==> config.mk <==
export PLATFORM = sky130hd
export DESIGN_NAME = sl_receiver_fifo_flat
export DESIGN_NICKNAME = d
export VERILOG_FILES = /design/src/rtl/sl_receiver_fifo_if.sv /design/src/rtl/sl_receiver_fifo.sv /design/src/flat_wrapper.sv
export SDC_FILE = /design/constraint.sdc
export NUM_CORES = 1
export LEC_CHECK = 0
export CORE_AREA = 4 4 127 251
export DETAILED_ROUTE_END_ITERATION = 16
export DIE_AREA = 0 0 131 255
export PLACE_DENSITY_LB_ADDON = 0.1
export SETUP_SLACK_MARGIN = 0.3
export SLEW_MARGIN = 20
export SYNTH_ARGS = -nofsm -noshare
export SYNTH_HDL_FRONTEND = slang
export SYNTH_SLANG_ARGS = --single-unit
==> constraint.sdc <==
create_clock -name clk -period 4.3 [get_ports clk]
set_input_delay 0.645 -clock clk [delete_from_list [all_inputs] [get_ports clk]]
set_output_delay 0.645 -clock clk [all_outputs]
set_load 0.03 [all_outputs]
==> src/rtl/sl_receiver_fifo_if.sv <==
// Line pins plus host register bundle for sl_receiver_fifo.
// The slave modport is the receiver's view; the master modport is the host's view.
interface sl_receiver_fifo_if #(
  parameter int MAX_BITS   = 32,
  parameter int FIFO_DEPTH = 8
);
  localparam int CW = $clog2(FIFO_DEPTH) + 1;

  logic                serial_line_zeroes_a;
  logic                serial_line_ones_a;
  logic                cfg_wr;
  logic [5:0]          cfg_bits;
  logic                cfg_pce;
  logic [5:0]          act_bits;
  logic                act_pce;
  logic                rd_en;
  logic [MAX_BITS-1:0] rd_data;
  logic [2:0]          rd_status;
  logic                empty;
  logic [CW-1:0]       count;
  logic                overflow;
  logic                ovf_clr;
  logic                busy;
  logic                irq;

  modport slave (
    input  serial_line_zeroes_a, serial_line_ones_a, cfg_wr, cfg_bits, cfg_pce,
           rd_en, ovf_clr,
    output act_bits, act_pce, rd_data, rd_status, empty, count, overflow, busy, irq
  );

  modport master (
    output serial_line_zeroes_a, serial_line_ones_a, cfg_wr, cfg_bits, cfg_pce,
           rd_en, ovf_clr,
    input  act_bits, act_pce, rd_data, rd_status, empty, count, overflow, busy, irq
  );
endinterface

==> src/rtl/sl_receiver_fifo.sv <==
// SL two-wire line receiver: glitch-filtered symbol decode, runtime word length,
// odd-parity check, and a show-ahead receive FIFO of {status, data} entries.
module sl_receiver_fifo #(
  parameter int MAX_BITS    = 32,
  parameter int FIFO_DEPTH  = 8,
  parameter int FILTER_LEN  = 3,
  parameter int STROBE_DLY  = 4,
  parameter int MAX_PULSE   = 12,
  parameter int GAP_TIMEOUT = 64
) (
  input logic               clk,
  input logic               rst_n,
  sl_receiver_fifo_if.slave bus
);
  localparam int AW = $clog2(FIFO_DEPTH);
  localparam int CW = AW + 1;
  localparam int FW = $clog2(FILTER_LEN + 1);
  localparam int GW = $clog2(GAP_TIMEOUT + 1);
  localparam int YW = $clog2(MAX_PULSE + 1);
  localparam logic [2:0] TAG_LEV = 3'b100;
  localparam logic [2:0] TAG_LEN = 3'b010;
  localparam logic [2:0] TAG_PEF = 3'b001;

  typedef enum logic [1:0] {IDLE, SAMPLE, WAIT_END} state_t;
  state_t r_state, w_next;

  // Index 0 = zeroes line, index 1 = ones line.
  logic [1:0]         r_s1, r_s2, r_filt;
  logic [1:0][FW-1:0] r_fcnt;
  logic               r_prev_hi;
  logic               w_hi, w_start;

  always_ff @(posedge clk or negedge rst_n) begin
    if (!rst_n) begin
      r_s1      <= 2'b11;
      r_s2      <= 2'b11;
      r_filt    <= 2'b11;
      r_fcnt    <= '0;
      r_prev_hi <= 1'b1;
    end else begin
      r_s1      <= {bus.serial_line_ones_a, bus.serial_line_zeroes_a};
      r_s2      <= r_s1;
      r_prev_hi <= w_hi;
      for (int i = 0; i < 2; i++) begin
        if (r_s2[i] == r_filt[i])
          r_fcnt[i] <= '0;
        else if (r_fcnt[i] == FW'(FILTER_LEN - 1)) begin
          r_filt[i] <= r_s2[i];
          r_fcnt[i] <= '0;
        end else
          r_fcnt[i] <= r_fcnt[i] + 1'b1;
      end
    end
  end

  assign w_hi    = &r_filt;
  assign w_start = r_prev_hi & ~w_hi;

  logic [YW-1:0]       r_cyc;
  logic [GW-1:0]       r_gap;
  logic [5:0]          r_bit_cnt;
  logic [MAX_BITS-1:0] r_data;
  logic                r_par;
  logic [5:0]          r_act_bits;
  logic                r_act_pce;
  logic                w_bit, w_stop, w_lev, w_gap_to, w_busy;

  always_ff @(posedge clk or negedge rst_n) begin
    if (!rst_n) r_state <= IDLE;
    else        r_state <= w_next;
  end

  always_comb begin
    w_next   = r_state;
    w_bit    = 1'b0;
    w_stop   = 1'b0;
    w_lev    = 1'b0;
    w_gap_to = 1'b0;
    case (r_state)
      IDLE: begin
        if (r_bit_cnt != '0 && r_gap == GW'(GAP_TIMEOUT - 1)) w_gap_to = 1'b1;
        if (w_start) w_next = SAMPLE;
      end
      SAMPLE: if (r_cyc == YW'(STROBE_DLY)) begin
        unique case (r_filt)
          2'b01, 2'b10: begin w_bit  = 1'b1; w_next = WAIT_END; end
          2'b00:        begin w_stop = 1'b1; w_next = WAIT_END; end
          2'b11:        begin w_lev  = 1'b1; w_next = IDLE;     end
        endcase
      end
      WAIT_END: begin
        if (w_hi) w_next = IDLE;
        else if (r_cyc == YW'(MAX_PULSE)) begin
          w_lev  = 1'b1;
          w_next = IDLE;
        end
      end
      default: w_next = IDLE;
    endcase
  end

  assign w_busy = (r_bit_cnt != '0) || (r_state != IDLE);

  logic                r_push;
  logic [2:0]          r_push_tag;
  logic [MAX_BITS-1:0] r_push_data;

  // Bit value is the level of the zeroes line: a low ones line means '1'.
  always_ff @(posedge clk or negedge rst_n) begin
    if (!rst_n) begin
      r_cyc       <= '0;
      r_gap       <= '0;
      r_bit_cnt   <= '0;
      r_data      <= '0;
      r_par       <= 1'b0;
      r_push      <= 1'b0;
      r_push_tag  <= '0;
      r_push_data <= '0;
    end else begin
      r_push <= 1'b0;
      r_cyc  <= (r_state == IDLE) ? YW'(1) : r_cyc + 1'b1;
      r_gap  <= (r_state == IDLE && r_bit_cnt != '0 && !w_gap_to) ? r_gap + 1'b1 : '0;
      if (w_gap_to || w_stop || w_lev) begin
        r_bit_cnt   <= '0;
        r_data      <= '0;
        r_par       <= 1'b0;
        r_push      <= 1'b1;
        r_push_data <= '0;
        if (w_lev)
          r_push_tag <= TAG_LEV;
        else if (w_gap_to || r_bit_cnt != r_act_bits + 6'd1)
          r_push_tag <= TAG_LEN;
        else begin
          r_push_data <= r_data;
          r_push_tag  <= (r_act_pce && !r_par) ? TAG_PEF : 3'b000;
        end
      end else if (w_bit) begin
        if (r_bit_cnt != 6'h3f) r_bit_cnt <= r_bit_cnt + 6'd1;
        if (r_bit_cnt < r_act_bits)  r_data <= r_data | (MAX_BITS'(r_filt[0]) << r_bit_cnt);
        if (r_bit_cnt <= r_act_bits) r_par  <= r_par ^ r_filt[0];
      end
    end
  end

  // Config changes are deferred until no word is in flight.
  logic       r_pend, r_pend_pce, w_cfg_ok;
  logic [5:0] r_pend_bits;

  assign w_cfg_ok = bus.cfg_wr && bus.cfg_bits >= 6'd8 && bus.cfg_bits <= 6'(MAX_BITS);

  always_ff @(posedge clk or negedge rst_n) begin
    if (!rst_n) begin
      r_act_bits  <= 6'd8;
      r_act_pce   <= 1'b1;
      r_pend      <= 1'b0;
      r_pend_bits <= 6'd8;
      r_pend_pce  <= 1'b1;
    end else if (!w_busy && (w_cfg_ok || r_pend)) begin
      r_act_bits <= w_cfg_ok ? bus.cfg_bits : r_pend_bits;
      r_act_pce  <= w_cfg_ok ? bus.cfg_pce  : r_pend_pce;
      r_pend     <= 1'b0;
    end else if (w_cfg_ok) begin
      r_pend      <= 1'b1;
      r_pend_bits <= bus.cfg_bits;
      r_pend_pce  <= bus.cfg_pce;
    end
  end

  logic [MAX_BITS+2:0] r_mem [FIFO_DEPTH];
  logic [AW-1:0]       r_wp, r_rp;
  logic [CW-1:0]       r_cnt;
  logic                r_ovf, r_irq;
  logic                w_empty, w_full, w_pop, w_wr;

  assign w_empty = (r_cnt == '0);
  assign w_full  = (r_cnt == CW'(FIFO_DEPTH));
  assign w_pop   = bus.rd_en & ~w_empty;
  assign w_wr    = r_push & (~w_full | w_pop);

  always_ff @(posedge clk) begin
    if (w_wr) r_mem[r_wp] <= {r_push_tag, r_push_data};
  end

  always_ff @(posedge clk or negedge rst_n) begin
    if (!rst_n) begin
      r_wp  <= '0;
      r_rp  <= '0;
      r_cnt <= '0;
      r_ovf <= 1'b0;
      r_irq <= 1'b0;
    end else begin
      if (w_wr)  r_wp <= r_wp + 1'b1;
      if (w_pop) r_rp <= r_rp + 1'b1;
      r_cnt <= r_cnt + CW'(w_wr) - CW'(w_pop);
      r_ovf <= (r_push & w_full & ~w_pop) | (r_ovf & ~bus.ovf_clr);
      r_irq <= ~w_empty | r_ovf;
    end
  end

  assign bus.rd_data   = w_empty ? '0 : r_mem[r_rp][MAX_BITS-1:0];
  assign bus.rd_status = w_empty ? '0 : r_mem[r_rp][MAX_BITS+2:MAX_BITS];
  assign bus.empty     = w_empty;
  assign bus.count     = r_cnt;
  assign bus.overflow  = r_ovf;
  assign bus.busy      = w_busy;
  assign bus.irq       = r_irq;
  assign bus.act_bits  = r_act_bits;
  assign bus.act_pce   = r_act_pce;
endmodule
==> src/flat_wrapper.sv <==
// flat-port wrapper written by rule: the top's interface ports become plain ports
module sl_receiver_fifo_flat 
#(
  parameter int MAX_BITS    = 32,
  parameter int FIFO_DEPTH  = 8,
  parameter int FILTER_LEN  = 3,
  parameter int STROBE_DLY  = 4,
  parameter int MAX_PULSE   = 12,
  parameter int GAP_TIMEOUT = 64
)
  (clk, rst_n, bus_serial_line_zeroes_a, bus_serial_line_ones_a, bus_cfg_wr, bus_cfg_bits, bus_cfg_pce, bus_rd_en, bus_ovf_clr, bus_act_bits, bus_act_pce, bus_rd_data, bus_rd_status, bus_empty, bus_count, bus_overflow, bus_busy, bus_irq);
  sl_receiver_fifo_if #(.MAX_BITS(MAX_BITS), .FIFO_DEPTH(FIFO_DEPTH)) bus_i ();
  input logic clk;
  input logic rst_n;
  input wire logic [$bits(bus_i.serial_line_zeroes_a)-1:0] bus_serial_line_zeroes_a;
  input wire logic [$bits(bus_i.serial_line_ones_a)-1:0] bus_serial_line_ones_a;
  input wire logic [$bits(bus_i.cfg_wr)-1:0] bus_cfg_wr;
  input wire logic [$bits(bus_i.cfg_bits)-1:0] bus_cfg_bits;
  input wire logic [$bits(bus_i.cfg_pce)-1:0] bus_cfg_pce;
  input wire logic [$bits(bus_i.rd_en)-1:0] bus_rd_en;
  input wire logic [$bits(bus_i.ovf_clr)-1:0] bus_ovf_clr;
  output wire logic [$bits(bus_i.act_bits)-1:0] bus_act_bits;
  output wire logic [$bits(bus_i.act_pce)-1:0] bus_act_pce;
  output wire logic [$bits(bus_i.rd_data)-1:0] bus_rd_data;
  output wire logic [$bits(bus_i.rd_status)-1:0] bus_rd_status;
  output wire logic [$bits(bus_i.empty)-1:0] bus_empty;
  output wire logic [$bits(bus_i.count)-1:0] bus_count;
  output wire logic [$bits(bus_i.overflow)-1:0] bus_overflow;
  output wire logic [$bits(bus_i.busy)-1:0] bus_busy;
  output wire logic [$bits(bus_i.irq)-1:0] bus_irq;
  assign bus_i.serial_line_zeroes_a = bus_serial_line_zeroes_a;
  assign bus_i.serial_line_ones_a = bus_serial_line_ones_a;
  assign bus_i.cfg_wr = bus_cfg_wr;
  assign bus_i.cfg_bits = bus_cfg_bits;
  assign bus_i.cfg_pce = bus_cfg_pce;
  assign bus_i.rd_en = bus_rd_en;
  assign bus_i.ovf_clr = bus_ovf_clr;
  assign bus_act_bits = bus_i.act_bits;
  assign bus_act_pce = bus_i.act_pce;
  assign bus_rd_data = bus_i.rd_data;
  assign bus_rd_status = bus_i.rd_status;
  assign bus_empty = bus_i.empty;
  assign bus_count = bus_i.count;
  assign bus_overflow = bus_i.overflow;
  assign bus_busy = bus_i.busy;
  assign bus_irq = bus_i.irq;
  sl_receiver_fifo #(.MAX_BITS(MAX_BITS), .FIFO_DEPTH(FIFO_DEPTH), .FILTER_LEN(FILTER_LEN), .STROBE_DLY(STROBE_DLY), .MAX_PULSE(MAX_PULSE), .GAP_TIMEOUT(GAP_TIMEOUT)) u_core (.clk(clk), .rst_n(rst_n), .bus(bus_i));
endmodule
# After elaboration in Yosys (flattened, before gate mapping)
# Memories as Yosys holds them, arrays and structs flattened.
# Cells that the tools add are included.
[word_totals]
reg_bits = 126
latch_bits = 0
ramBits = 280
mem_bits_ro = 0
input_bits = 14
out_inout_bits = 50
elab_cells = 160
memories = 1
[mem_list]
columns = ["name", "words", "word_bits", "rd", "rd_clocked_by_memory_dff", "wr", "line", "text"]
rows = [
  ["u_core.r_mem", 8, 35, 1, 0, 1, "sl_receiver_fifo.sv:169", "logic [MAX_BITS+2:0] r_mem [FIFO_DEPTH];"],
]
[classes]
add_sub_neg = 10
multipliers = 0
div = 0
n_lt_le_gt_ge = 4
eq_ne = 18
n_shift = 1
mux = 48
bitwise = 18
reduce_logical = 34
[ops]
columns = ["op", "count"]
rows = [
  ["$mux 32", 6],
  ["$or 32x32->32", 1],
  ["$shl 1x6->32", 1],
  ["$mux 6", 4],
  ["$mux 1", 22],
  ["$mux 2", 8],
  ["$add 6x1->6 const B", 2],
  ["$reduce_and 2->1", 6],
  ["$reduce_bool 2->1", 6],
  ["$eq 2x2->1 const B", 5],
  ["$mux 3", 3],
  ["$eq 4x4->1 const B", 2],
  ["$add 7x1->7 const B", 1],
  ["$eq 7x6->1 const B", 1],
  ["$logic_and 1x1->1", 7],
  ["$mux 7", 1],
  ["$not 1->1", 7],
  ["$add 3x1->3 const B", 2],
  ["$and 1x1->1", 6],
  ["$ge 6x4->1 const B", 1],
  ["$le 6x6->1", 1],
  ["$le 6x6->1 const B", 1],
  ["$lt 6x6->1", 1],
  ["$ne 6x6->1", 1],
  ["24 further kinds", 37],
]

# Logic depth before layout (Yosys ltp)
# Gate-level depths: netlist (run 1).
[logic_depth]
ltp_word = 8
mapped_depth = 10
depth_no_buf = 9

# Worst setup path before layout (run 1)
# Ideal clock, no wire load.
[synth_path]
path_type = "flip-flop to flip-flop"
startpoint = "reg u_core.r_cnt[2], in the netlist u_core.bus.count[2]"
endpoint = "mem u_core.r_mem[1][0] in the netlist's numbering (enable)"
setup_time_ps = 471
arrival_time_ps = 3961
required_ps = 3829
path_slack_ps = -132
stages_incl_launch_ff = 7
path_buffers = 0
period_less_slack_ps = 4432
path_cell_list = "dfrtp_1 inv_1 ha_1 nand2b_1 a31oi_1 nand2_1 nor3_1"
[synth_via]
elab_chain_len = 7
word_cells_on_any_way = 9
classes_between = "eq/ne (1); mux (2); bitwise (5); reduce/logical (1)"
[synth_lines]
columns = ["element", "line", "text"]
rows = [
  ["from (decl)", "sl_receiver_fifo.sv:171", "logic [CW-1:0] r_cnt;"],
  ["from (signal assigned)", "sl_receiver_fifo.sv:194", "r_cnt <= r_cnt + CW'(w_wr) - CW'(w_pop);"],
  ["$logic_not 4->1", "sl_receiver_fifo.sv:175", "assign w_empty = (r_cnt == '0);"],
  ["$not 1->1", "sl_receiver_fifo.sv:177", "assign w_pop = bus.rd_en & ~w_empty;"],
  ["$and 1x1->1", "sl_receiver_fifo.sv:177", ""],
  ["$or 1x1->1 *", "sl_receiver_fifo.sv:178", "assign w_wr = r_push & (~w_full | w_pop);"],
  ["$and 1x1->1 *", "sl_receiver_fifo.sv:178", ""],
  ["via u_core.w_wr", "sl_receiver_fifo.sv:173", "logic w_empty, w_full, w_pop, w_wr;"],
  ["$mux 1 *", "sl_receiver_fifo.sv:181", "if (w_wr) r_mem[r_wp] <= {r_push_tag, r_push_data};"],
  ["$mux 1 (implied by the code) *", "sl_receiver_fifo.sv:181", ""],
  ["to (decl)", "sl_receiver_fifo.sv:169", ""],
]
# The timed path passes the listed nets; every way through them passes the cells marked *.

# Worst setup path after layout (run 1)
[layout_path]
startpoint = "reg u_core.r_rp[0]"
endpoint = "out bus_rd_data[10]"
[layout_via]
elab_chain_len = 2
[layout_lines]
columns = ["element", "line", "text"]
rows = [
  ["from (decl)", "sl_receiver_fifo.sv:170", "logic [AW-1:0] r_wp, r_rp;"],
  ["from (signal assigned)", "sl_receiver_fifo.sv:193", "if (w_pop) r_rp <= r_rp + 1'b1;"],
  ["$mem_v2 8x35", "-", ""],
  ["$mux 32", "sl_receiver_fifo.sv:200", "assign bus.rd_data = w_empty ? '0 : r_mem[r_rp][MAX_BITS-1:0];"],
  ["to (decl)", "flat_wrapper.sv:24", "output wire logic [$bits(bus_i.rd_data)-1:0] bus_rd_data;"],
]
# No other way between the ends.

==> flow_summary.yaml, run 1 <==
sta:
  setup_tns_ns: 0
  post-route-period-util_pct: 85.4
  relSlewSlack_pct: 32.2
  timing.final.max_slew_violations: 0
  fin_worst_skew_ns: 0.0154
  rsz0062_at_grt: "no"
  fin_ws_ns: 0.626
  final-setup-viol-count: 0
  whs_ns: 0.138
  fmax_ghz: 0.272
  hold_viol_final: 0
  period_minus_slack_ns: 3.67
  worst_pin_slew_ns: 1.01
clock_network:
  cts-buffers-inserted: 35
  holdBufCountCts: 0
  ctsResizeCount: 0
  ctsHtreeMaxLevel: 2
  cts_root_buf: "clkbuf_16"
  cts_tree: "built"
  clk_pin_slew_ns: 0.06
  cts_buffer_depth: 3
  cts_setup_buffers: 0
  clock-sinks: 406
  clk_latency_ns: 0.52
place:
  dpl_cell_area_mm2: 0.0175
  hpwl_um: 21000
  io_buffers: 63
  place.gp.congestion: 0.759
  dp_slack_ns: 0.972
die:
  core_mm2: 0.0301
  boundaryPins: 64
  die_area_mm2: 0.0334
  die_w_um: 131
  rows: 90
  die_h_um: 255
  start_util_pct: 54.2
drt:
  drcViolationCount: 0
  dr_total_vias: 8469
  postRouteAntennaNets: 0
  drtIter0Drc: 541
  dr.pass1.iters: 5
  wire_per_inst_um: 23.0
  drt-total-wl_um: 32900
  viasPerCell: 5.92
critical_path:
  crit_family: "buffers and inverters"
  crit_type: "flip-flop to output pin"
  crit_fanout: 23
  critPathCaptureType: "output pin"
  cp_slowest_cell: "clkdlybuf4s50_1"
  cp_num_buf_inv: 3
  crit_path_cell_trace: "buf_12 > buf_4 > mux4_2 > mux2i_1 > nor2_1 > clkdlybuf4s50_1"
  start_kind: "flip-flop"
  max_stage_delay_ns: 0.62
  worstPathArrival_ns: 3.03
  cp.required_ns: 3.65
cells_and_area:
  nets: 1075
  area_delta_synth_final_pct: 14.9
  stdcell_area_mm2: 0.0187
  drive_above_1_share_pct: 18.7
  diodes: 0
  fillers: 2157
  multi_input_area_mm2: 0.00443
  regArea_mm2: 0.0116
global_route:
  grt_remaining_overflow: 0
  antenna_found_initial: 0
  grt_pass1_wl_um: 51800
  grt_max_degree: 81
  gr-usage-all-layers_pct: 20.7
  grt_pass1_vias: 8991
yosys:
  syn_nets: 997
  syn_area_mm2: 0.0163
  yosysWarnings: 0
  async_flop_share_pct: 31.0
  synth.distinct_cells: 60
  syn_inst: 958
  synth-seq-area-share_pct: 71.0
  synthFlopType: "edfxtp_1"
  avgSynthCellArea_um2: 17.0
  netlist_top_cells_area: "edfxtp_1 (52%), dfrtp_1 (18%), mux4_2 (9.7%), nor2_1 (2.5%), mux2i_1 (2.2%)"
  synth_edf_count: 280
  synth_top_area_share_pct: 51.6
  synth.largest_area_cell: "edfxtp_1"
  ys_ff_latch: 406
pwr:
  vdd_drop_max_mv: 0.420
  p_per_area_mw_per_mm2: 622
  p_leak_nw: 6.82
  p_total_mw: 11.7
job:
  maxCapViolCount: 0
worst_hold_path:
  holdCritPathClass: "input pin to asynchronous set/reset pin"
status:
  status: "complete, no violations"
[synthesized netlist by cell type (3+ instances only)]
master	n
edfxtp_1	280
dfrtp_1	115
nor2_1	107
mux4_2	70
mux2i_1	36
a22o_1	32
inv_1	29
ha_1	24
a21oi_1	23
clkbuf_1	18
xnor2_1	18
a31oi_1	17
nand2_1	17
nand3_1	17
buf_2	16
nor3_1	14
dfstp_2	11
mux2_2	10
o21ai_0	8
buf_6	7
xor2_1	7
a2bb2oi_1	6
nand2b_1	6
nor2b_1	6
o22ai_1	6
a41oi_1	5
and2_1	4
and3_1	3
buf_4	3
nand4_1	3
o211ai_1	3
[routing by layer]
layer  share of wire, %  track usage, %  vias to the layer above  routed length (um)
li1                   -               -                     3850                   -
met1                 37            25.1                     4394               12300
met2                 57            38.1                      169               18700
met3                2.8            2.21                       56                 936
met4                2.9            6.77                        0                 969
met5                  0               0                        -                   0
[state kept, by name, summed over array words and instances, names as in the netlist, 2 cells and up]
signal               cells
u_core.r_pend_bits       6
u_core.r_cyc             4
u_core.r_s2              2
u_core.r_push_data      32
u_core.r_gap             7
u_core.r_data           32
u_core.r_fcnt            4
u_core.r_rp              3
u_core.r_s1              2
u_core.r_state           2
u_core.r_mem           280
u_core.r_filt            2
u_core.r_bit_cnt         6
u_core.r_wp              3
u_core.bus.act_bits      6
u_core.r_push_tag        3
u_core.bus.count         4
[power breakdown]
part	switching, mW	internal (mW)	leakage [nW]	total (mW)
Clock	1.38	2.03	0.617	3.41
Sequential	0.280	4.33	4.14	4.61
Combinational	1.90	1.74	2.06	3.63
[stage by stage]
stage                     util, %  cells
after floorplan                 -    958
final                        62.3   1430
after global routing         62.3   1430
after global placement       58.1   1367
after detailed placement     58.1   1367
after CTS                    62.3   1430
[cell families after synthesis]
logic type | after synthesis | synth area share [%]
buffers and inverters | 77 | 2.29
multiplexers | 116 | 12.6
AO/OA/AOI/OAI | 116 | 5.19
adder cells (fa/ha/maj) | 25 | 1.96
AND/OR/NAND/NOR | 193 | 5.68
XOR/XNOR | 25 | 1.34
flip-flops | 406 | 71.0
[area by class of cell]
class / instances / share of cell area, %
Timing Repair Buffer: 87 / 4.73
Inverter: 31 / 0.621
Sequential cell: 406 / 61.8
Clock inverter: 19 / 1.38
Multi-Input combinational cell: 475 / 23.6
Tap cell: 368 / 2.46
Clock buffer: 44 / 5.36
[worst reg2reg max path, cell delays in order, from the launching register on]
cell and delay (ns):
dfrtp_1 0.59, inv_1 0.20, ha_1 0.24, a21o_2 0.24, or3_1 0.37, and3_1 0.19, buf_4 0.24, inv_2 0.58
nor2_1 0.17
[path summary, 6_finish.rpt]
check | start | end | slack (ns) | cells after the start
worst max-delay path | u_core.r_rp[0] | bus_rd_data[10] | 0.63 | 6
worst min-delay path | rst_n | u_core.r_gap[5] | 0.14 | 1
worst max register to register | u_core.r_bit_cnt[1] | u_core.r_bit_cnt[1] | 1.34 | 8
worst min register to register | u_core.r_s1[1] | u_core.r_s2[1] | 0.36 | 0
max in group asynchronous | rst_n | u_core.r_push_data[10] | 3.26 | 2
min in group clk | u_core.r_s1[1] | u_core.r_s2[1] | 0.36 | 0
[placed cells by master (no fill, tap or decap), types with 18 or more instances in the layout]
master           netlist  routed
edfxtp_1             280     280
dfrtp_1              115     112
nor2_1               107     101
mux4_2                70      70
clkdlybuf4s50_1        0      62
clkbuf_16              0      38
mux2i_1               36      36
a22o_1                32      32
inv_1                 29      29
ha_1                  24      24
a21oi_1               23      23
xnor2_1               18      18
buf_4                  3      18
(Power assumes the default switching activity.)
==> run 2, diff against run 1 <==
--- a/config.mk
+++ b/config.mk
@@ -5,9 +5,9 @@
 export SDC_FILE = /design/constraint.sdc
 export NUM_CORES = 1
 export LEC_CHECK = 0
-export CORE_AREA = 4 4 127 251
+export CORE_AREA = 4 4 137 271
 export DETAILED_ROUTE_END_ITERATION = 16
-export DIE_AREA = 0 0 131 255
+export DIE_AREA = 0 0 141 275
 export PLACE_DENSITY_LB_ADDON = 0.1
 export SETUP_SLACK_MARGIN = 0.3
 export SLEW_MARGIN = 20
==> run 2 against run 1 <==
Compared with the run above: power down 1.7%; routed wire length grew 3.0%; critical path depth unchanged; fmax shrank 2.1%.
==> flow_summary.yaml, run 2 (same netlist as run 1, synthesis figures left out) <==
die:
  die_h_um: 275
  boundaryPins: 64
  rows: 97
  die_w_um: 141
  core_mm2: 0.0350
  die_area_mm2: 0.0388
  start_util_pct: 46.7
cells_and_area:
  final_common_cell: "edfxtp_1"
  nets: 1077
  top_register: "u_core.r_mem"
  diodes: 0
  fillers: 2881
  area_delta_synth_final_pct: 15.0
  stdcell_area_mm2: 0.0187
  mostFrequentLayoutCells: "edfxtp_1 (280), dfrtp_1 (112), nor2_1 (101)"
  multi_input_area_mm2: 0.00443
  final_util_pct: 53.6
  finalNonFillerCells: 1511
  regArea_mm2: 0.0116
  top_regs: "u_core.r_mem (280), u_core.r_data (32), u_core.r_push_data (32)"
  drive_above_1_share_pct: 18.8
  largest_reg_flops: 280
critical_path:
  crit_fanout: 22
  max_stage_delay_ns: 0.69
  crit_family: "buffers and inverters"
  critPathCaptureType: "output pin"
  crit_path_cell_trace: "buf_12 > buf_4 > mux4_2 > mux2i_1 > nor2_1 > clkdlybuf4s50_1"
  start_kind: "flip-flop"
  worstPathArrival_ns: 3.11
  cp.required_ns: 3.65
  r2r_setup_slack_ns: 1.33
  cp-startpoint: "u_core.r_rp[0]"
  reg2reg_from: "u_core.r_bit_cnt[1]"
  crit_type: "flip-flop to output pin"
  cp_num_buf_inv: 3
  cp_slowest_cell: "dfrtp_4"
clock_network:
  cts_buffer_depth: 3
  cts-buffers-inserted: 36
  clk_latency_ns: 0.54
  cts_root_buf: "clkbuf_16"
  cts_setup_buffers: 0
  clock-sinks: 406
  clk_pin_slew_ns: 0.06
  ctsHtreeMaxLevel: 2
  cts_tree: "built"
sta:
  fmax_ghz: 0.267
  fin_worst_skew_ns: 0.0147
  post-route-period-util_pct: 87.2
  rsz0062_at_grt: "no"
  final-setup-viol-count: 0
  relSlewSlack_pct: 34.4
  worst_pin_slew_ns: 0.985
  period_minus_slack_ns: 3.75
  setup_tns_ns: 0
  hold_viol_final: 0
  timing.final.max_slew_violations: 0
drt:
  drcViolationCount: 0
  dr.pass1.iters: 5
  postRouteAntennaNets: 0
  drtIter0Drc: 498
  wire_per_inst_um: 22.4
  viasPerCell: 5.59
  drt-total-wl_um: 33900
  dr_total_vias: 8444
place:
  hpwl_um: 20300
  dpl_cell_area_mm2: 0.0175
  io_buffers: 63
  place.gp.congestion: 0.737
  placed_cells: 1443
pwr:
  p_per_area_mw_per_mm2: 611
  p_leak_nw: 6.79
  vdd_drop_max_mv: 0.427
global_route:
  grt_pass1_vias: 9089
  grt_remaining_overflow: 0
  grt_pass1_wl_um: 53300
  antenna_found_initial: 0
  grt_max_degree: 109
  gr-usage-all-layers_pct: 18.1
worst_hold_path:
  holdCritPathClass: "flip-flop to flip-flop"
  hold_start: "u_core.r_s1[0]"
status:
  status: "complete, no violations"
job:
  maxCapViolCount: 0
## run 2: cell types whose count changed in the layout (fill, tap and decap cells not counted), moves of 2 or more
cell       delta
buf_4         +2
clkbuf_8      +4
bufinv_16     -6
buf_12        -3
## run 2: what timing repair did
| action | 4_1_cts | 5_1_grt |
|---|---|---|
| endpoints found under the hold margin | 0 | 20 |
| hold buffers | 0 | 1 |
| endpoints found under the setup margin | 0 | 0 |
| gates resized for setup | 0 | 0 |
## run 2: final cells by class
type                    instances  share of cell area [%]
flip-flops and latches        406                    61.8
multi-input cells             475                    23.6
clock buffers                  52                    5.87
repair buffers                 88                    4.69
well taps                     445                    2.97
inverters                      31                   0.621
clock inverters                14                   0.460
## run 2: worst reg2reg max path: stages, from the launching register on
cell and delay (ns):
dfrtp_1 0.57, inv_1 0.19, ha_1 0.24, a21o_2 0.25, or3_1 0.38, and3_1 0.19, buf_4 0.24, inv_2 0.60
nor2_1 0.15
## run 2: path summary, 6_finish.rpt
kind | to | cells past startpoint
setup / recovery | bus_rd_data[8] | 6
hold / removal | u_core.r_s2[0] | 0
setup reg to reg | u_core.r_data[12] | 8
hold reg to reg | u_core.r_s2[0] | 0
max in group asynchronous | u_core.r_pend_pce | 4
min in group asynchronous | u_core.r_gap[3] | 2
## run 2: stage by stage
step	power, mW	setup slack [ns]	hold WS, ns
floorplan	7.09	0.802	0.345
global placement	8.43	1.00	0.347
detailed placement	8.44	0.968	0.347
CTS	11.7	0.474	0.282
global route	12.0	0.345	0.361
finish	11.5	0.549	0.355
## run 2: power breakdown
group          leakage, nW  total, mW  internal [mW]  switching [mW]
registers             4.14       4.67           4.33           0.341
clock network        0.585       3.20           1.80            1.40
logic                 2.07       3.60           1.74            1.86
total                 6.79       11.5           7.86            3.60
## run 2: per-layer routing
| metal | track usage, % | share of wire [%] | up-vias |
|---|---|---|---|
| met1 | 20.8 | 38 | 4419 |
| met5 | 0 | 0 | - |
| li1 | - | - | 3851 |
| met3 | 2.50 | 2.7 | 44 |
| met4 | 5.74 | 2.8 | 0 |
| met2 | 34.4 | 57 | 130 |
==> variant, RTL diff (config.mk and constraints of run 1) <==
Reset style: synchronous (`rst_n`), changed in 5 clocked blocks.
--- a/src/rtl/sl_receiver_fifo.sv
+++ b/src/rtl/sl_receiver_fifo.sv
@@ -30,7 +30,7 @@
   logic               r_prev_hi;
   logic               w_hi, w_start;
 
-  always_ff @(posedge clk or negedge rst_n) begin
+  always_ff @(posedge clk) begin
     if (!rst_n) begin
       r_s1      <= 2'b11;
       r_s2      <= 2'b11;
@@ -65,7 +65,7 @@
   logic                r_act_pce;
   logic                w_bit, w_stop, w_lev, w_gap_to, w_busy;
 
-  always_ff @(posedge clk or negedge rst_n) begin
+  always_ff @(posedge clk) begin
     if (!rst_n) r_state <= IDLE;
     else        r_state <= w_next;
   end
@@ -106,7 +106,7 @@
   logic [MAX_BITS-1:0] r_push_data;
 
   // Bit value is the level of the zeroes line: a low ones line means '1'.
-  always_ff @(posedge clk or negedge rst_n) begin
+  always_ff @(posedge clk) begin
     if (!rst_n) begin
       r_cyc       <= '0;
       r_gap       <= '0;
@@ -148,7 +148,7 @@
 
   assign w_cfg_ok = bus.cfg_wr && bus.cfg_bits >= 6'd8 && bus.cfg_bits <= 6'(MAX_BITS);
 
-  always_ff @(posedge clk or negedge rst_n) begin
+  always_ff @(posedge clk) begin
     if (!rst_n) begin
       r_act_bits  <= 6'd8;
       r_act_pce   <= 1'b1;
@@ -181,7 +181,7 @@
     if (w_wr) r_mem[r_wp] <= {r_push_tag, r_push_data};
   end
 
-  always_ff @(posedge clk or negedge rst_n) begin
+  always_ff @(posedge clk) begin
     if (!rst_n) begin
       r_wp  <= '0;
       r_rp  <= '0;
Function: differs if rst_n is asserted again (counterexample within 4 cycles, from zero or initial values and one cycle with rst_n low); with rst_n held inactive, the same outputs for 10 cycles.
==> variant against run 1 <==
Cell area is 0.41% lower; sequential cell count is 3 higher; setup slack better by 0.055 ns; area after synthesis up 0.93%; clock skew shrank 0.0052 ns; sequential power shrank 6.5%; maximum frequency grew 1.5%; global-route usage fell by 0.11 points; routed wire length up 0.33%; final cell count rose by 9.5%; synthesized cell count rose by 16%; power decreased by 20%; non-clock buffer count grew 2; highest routed layer unchanged.
==> variant: results (changes against run 1) <==
----------------------------------------------------
[Outcome]
  Run status ... finished, final reports clean (unchanged)

[Worst setup path]
  Slack of the worst reg-to-reg path ... 1.44 ns (was 1.34 ns)
  Max stage delay cell, worst path ... sky130_fd_sc_hd__dfxtp_4 (was sky130_fd_sc_hd__clkdlybuf4s50_1)
  Arrival time of data at the critical path endpoint ... 2.97 ns (was 3.03 ns)
  Critical-path maximum fanout ... 27 (was 23)

[Drt]
  First DRT Iteration DRCs ... 506 (was 541)
  Metal2 WL ... 18.8 mm (was 18.7 mm)
  Vias per inst ... 5.92 (about the same)
  WL met3 ... 875 µm (was 936 µm)
  Routed vias ... 9265 (was 8469)
  Average routed wire per standard cell ... 21.1 µm (was 23.0 µm)

[Yosys]
  Net count of the mapped netlist ... 1154 (was 997)
  Leading post-synthesis cells by cell area ... sky130_fd_sc_hd__edfxtp_1 51%, sky130_fd_sc_hd__dfxtp_1 16%, sky130_fd_sc_hd__mux4_2 9.6%, sky130_fd_sc_hd__mux2i_1 2.7%, sky130_fd_sc_hd__nand3_1 2.6% (was sky130_fd_sc_hd__edfxtp_1 52%, sky130_fd_sc_hd__dfrtp_1 18%, sky130_fd_sc_hd__mux4_2 9.7%, sky130_fd_sc_hd__nor2_1 2.5%, sky130_fd_sc_hd__mux2i_1 2.2%)
  Mean instance size in the synthesized netlist ... 14.8 µm² (was 17.0 µm²)
  Adder and majority cell fraction of the synthesized area ... 0.0217 (was 0.0196)
  Async SR Flop Fraction ... 0 (was 0.310)
  Fraction of synthesized area in multiplexers ... 0.124 (was 0.126)
  Share of the synthesized area in compound gates (AO/OA/AOI/OAI) ... 0.0521 (was 0.0519)
  Unique cell type count in the Yosys netlist ... 66 (was 60)

[Layout]
  Fill count ... 2259 (was 2157)
  Net count, final ... 1214 (was 1075)

[Global routing]
  GRT Overall Usage ... 0.206 (was 0.207)
  Met3 track utilization from global routing ... 0.0244 (was 0.0221)
  Via count of the first global-routing pass ... 9808 (was 8991)
  Met1 global-route usage ... 0.237 (was 0.251)
  Wire length of the first global-routing pass ... 53.0 mm (was 51.8 mm)
  Met2 demand-to-capacity share in global routing ... 0.389 (was 0.381)
  Pin count of the biggest net entering global routing ... 52 (was 81)

[Pwr]
  Maximum vdd ir drop ... 373 µV (was 420 µV)
  Standby leakage power ... 0.00633 µW (was 0.00682 µW)
  Pwr per Cell Area ... 498 mW/mm² (was 622 mW/mm²)

[Placement]
  RePlAce Congestion ... 0.802 (was 0.759)
  Cell count after placement ... 1502 (was 1367)
  HPWL Detailed ... 20.5 mm (was 21.0 mm)
  Minimum setup slack after placement ... 1.05 ns (was 0.972 ns)

[STA]
  Worst hold slack after final layout ... 0.405 ns (was 0.138 ns)
  Relative slew margins ... 0.299 (was 0.322)
  Clock Skew ... 0.0101 ns (was 0.0154 ns)
  Maximum clock frequency ... 276 MHz (was 272 MHz)

----------------------------------------------------
-- variant: cell count changes in the layout (fill, tap and decap cells not counted), sizes merged, moves of 22 or more --
cell,before,now
dfxtp,0,129
o31ai,1,33
nand3,17,88
a22o,32,1
nand2,17,39
dfrtp,115,0
-- variant: power breakdown --
part | switching (µW) | internal (µW)
sequential | 113 | 4200
combinational | 1000 | 956
clock | 1340 | 1690
total | 2450 | 6850
-- variant: cell type report --
type                       count  area share
clock inverter                 7     0.00194
clock buffer                  56      0.0565
inverter                      30     0.00604
timing repair buffer          89      0.0480
sequential                   409       0.589
tap                          368      0.0247
multi-input combinational    607       0.273
-- variant: worst paths after layout --
kind                            depth (start not counted)                to                start
worst max-delay path                                    5   bus_rd_data[10]                 flop
worst min-delay path                                    1    u_core.r_s2[0]       u_core.r_s1[0]
worst max register to register                          6  u_core.r_data[9]  u_core.r_bit_cnt[4]
worst min register to register                          1    u_core.r_s2[0]       u_core.r_s1[0]
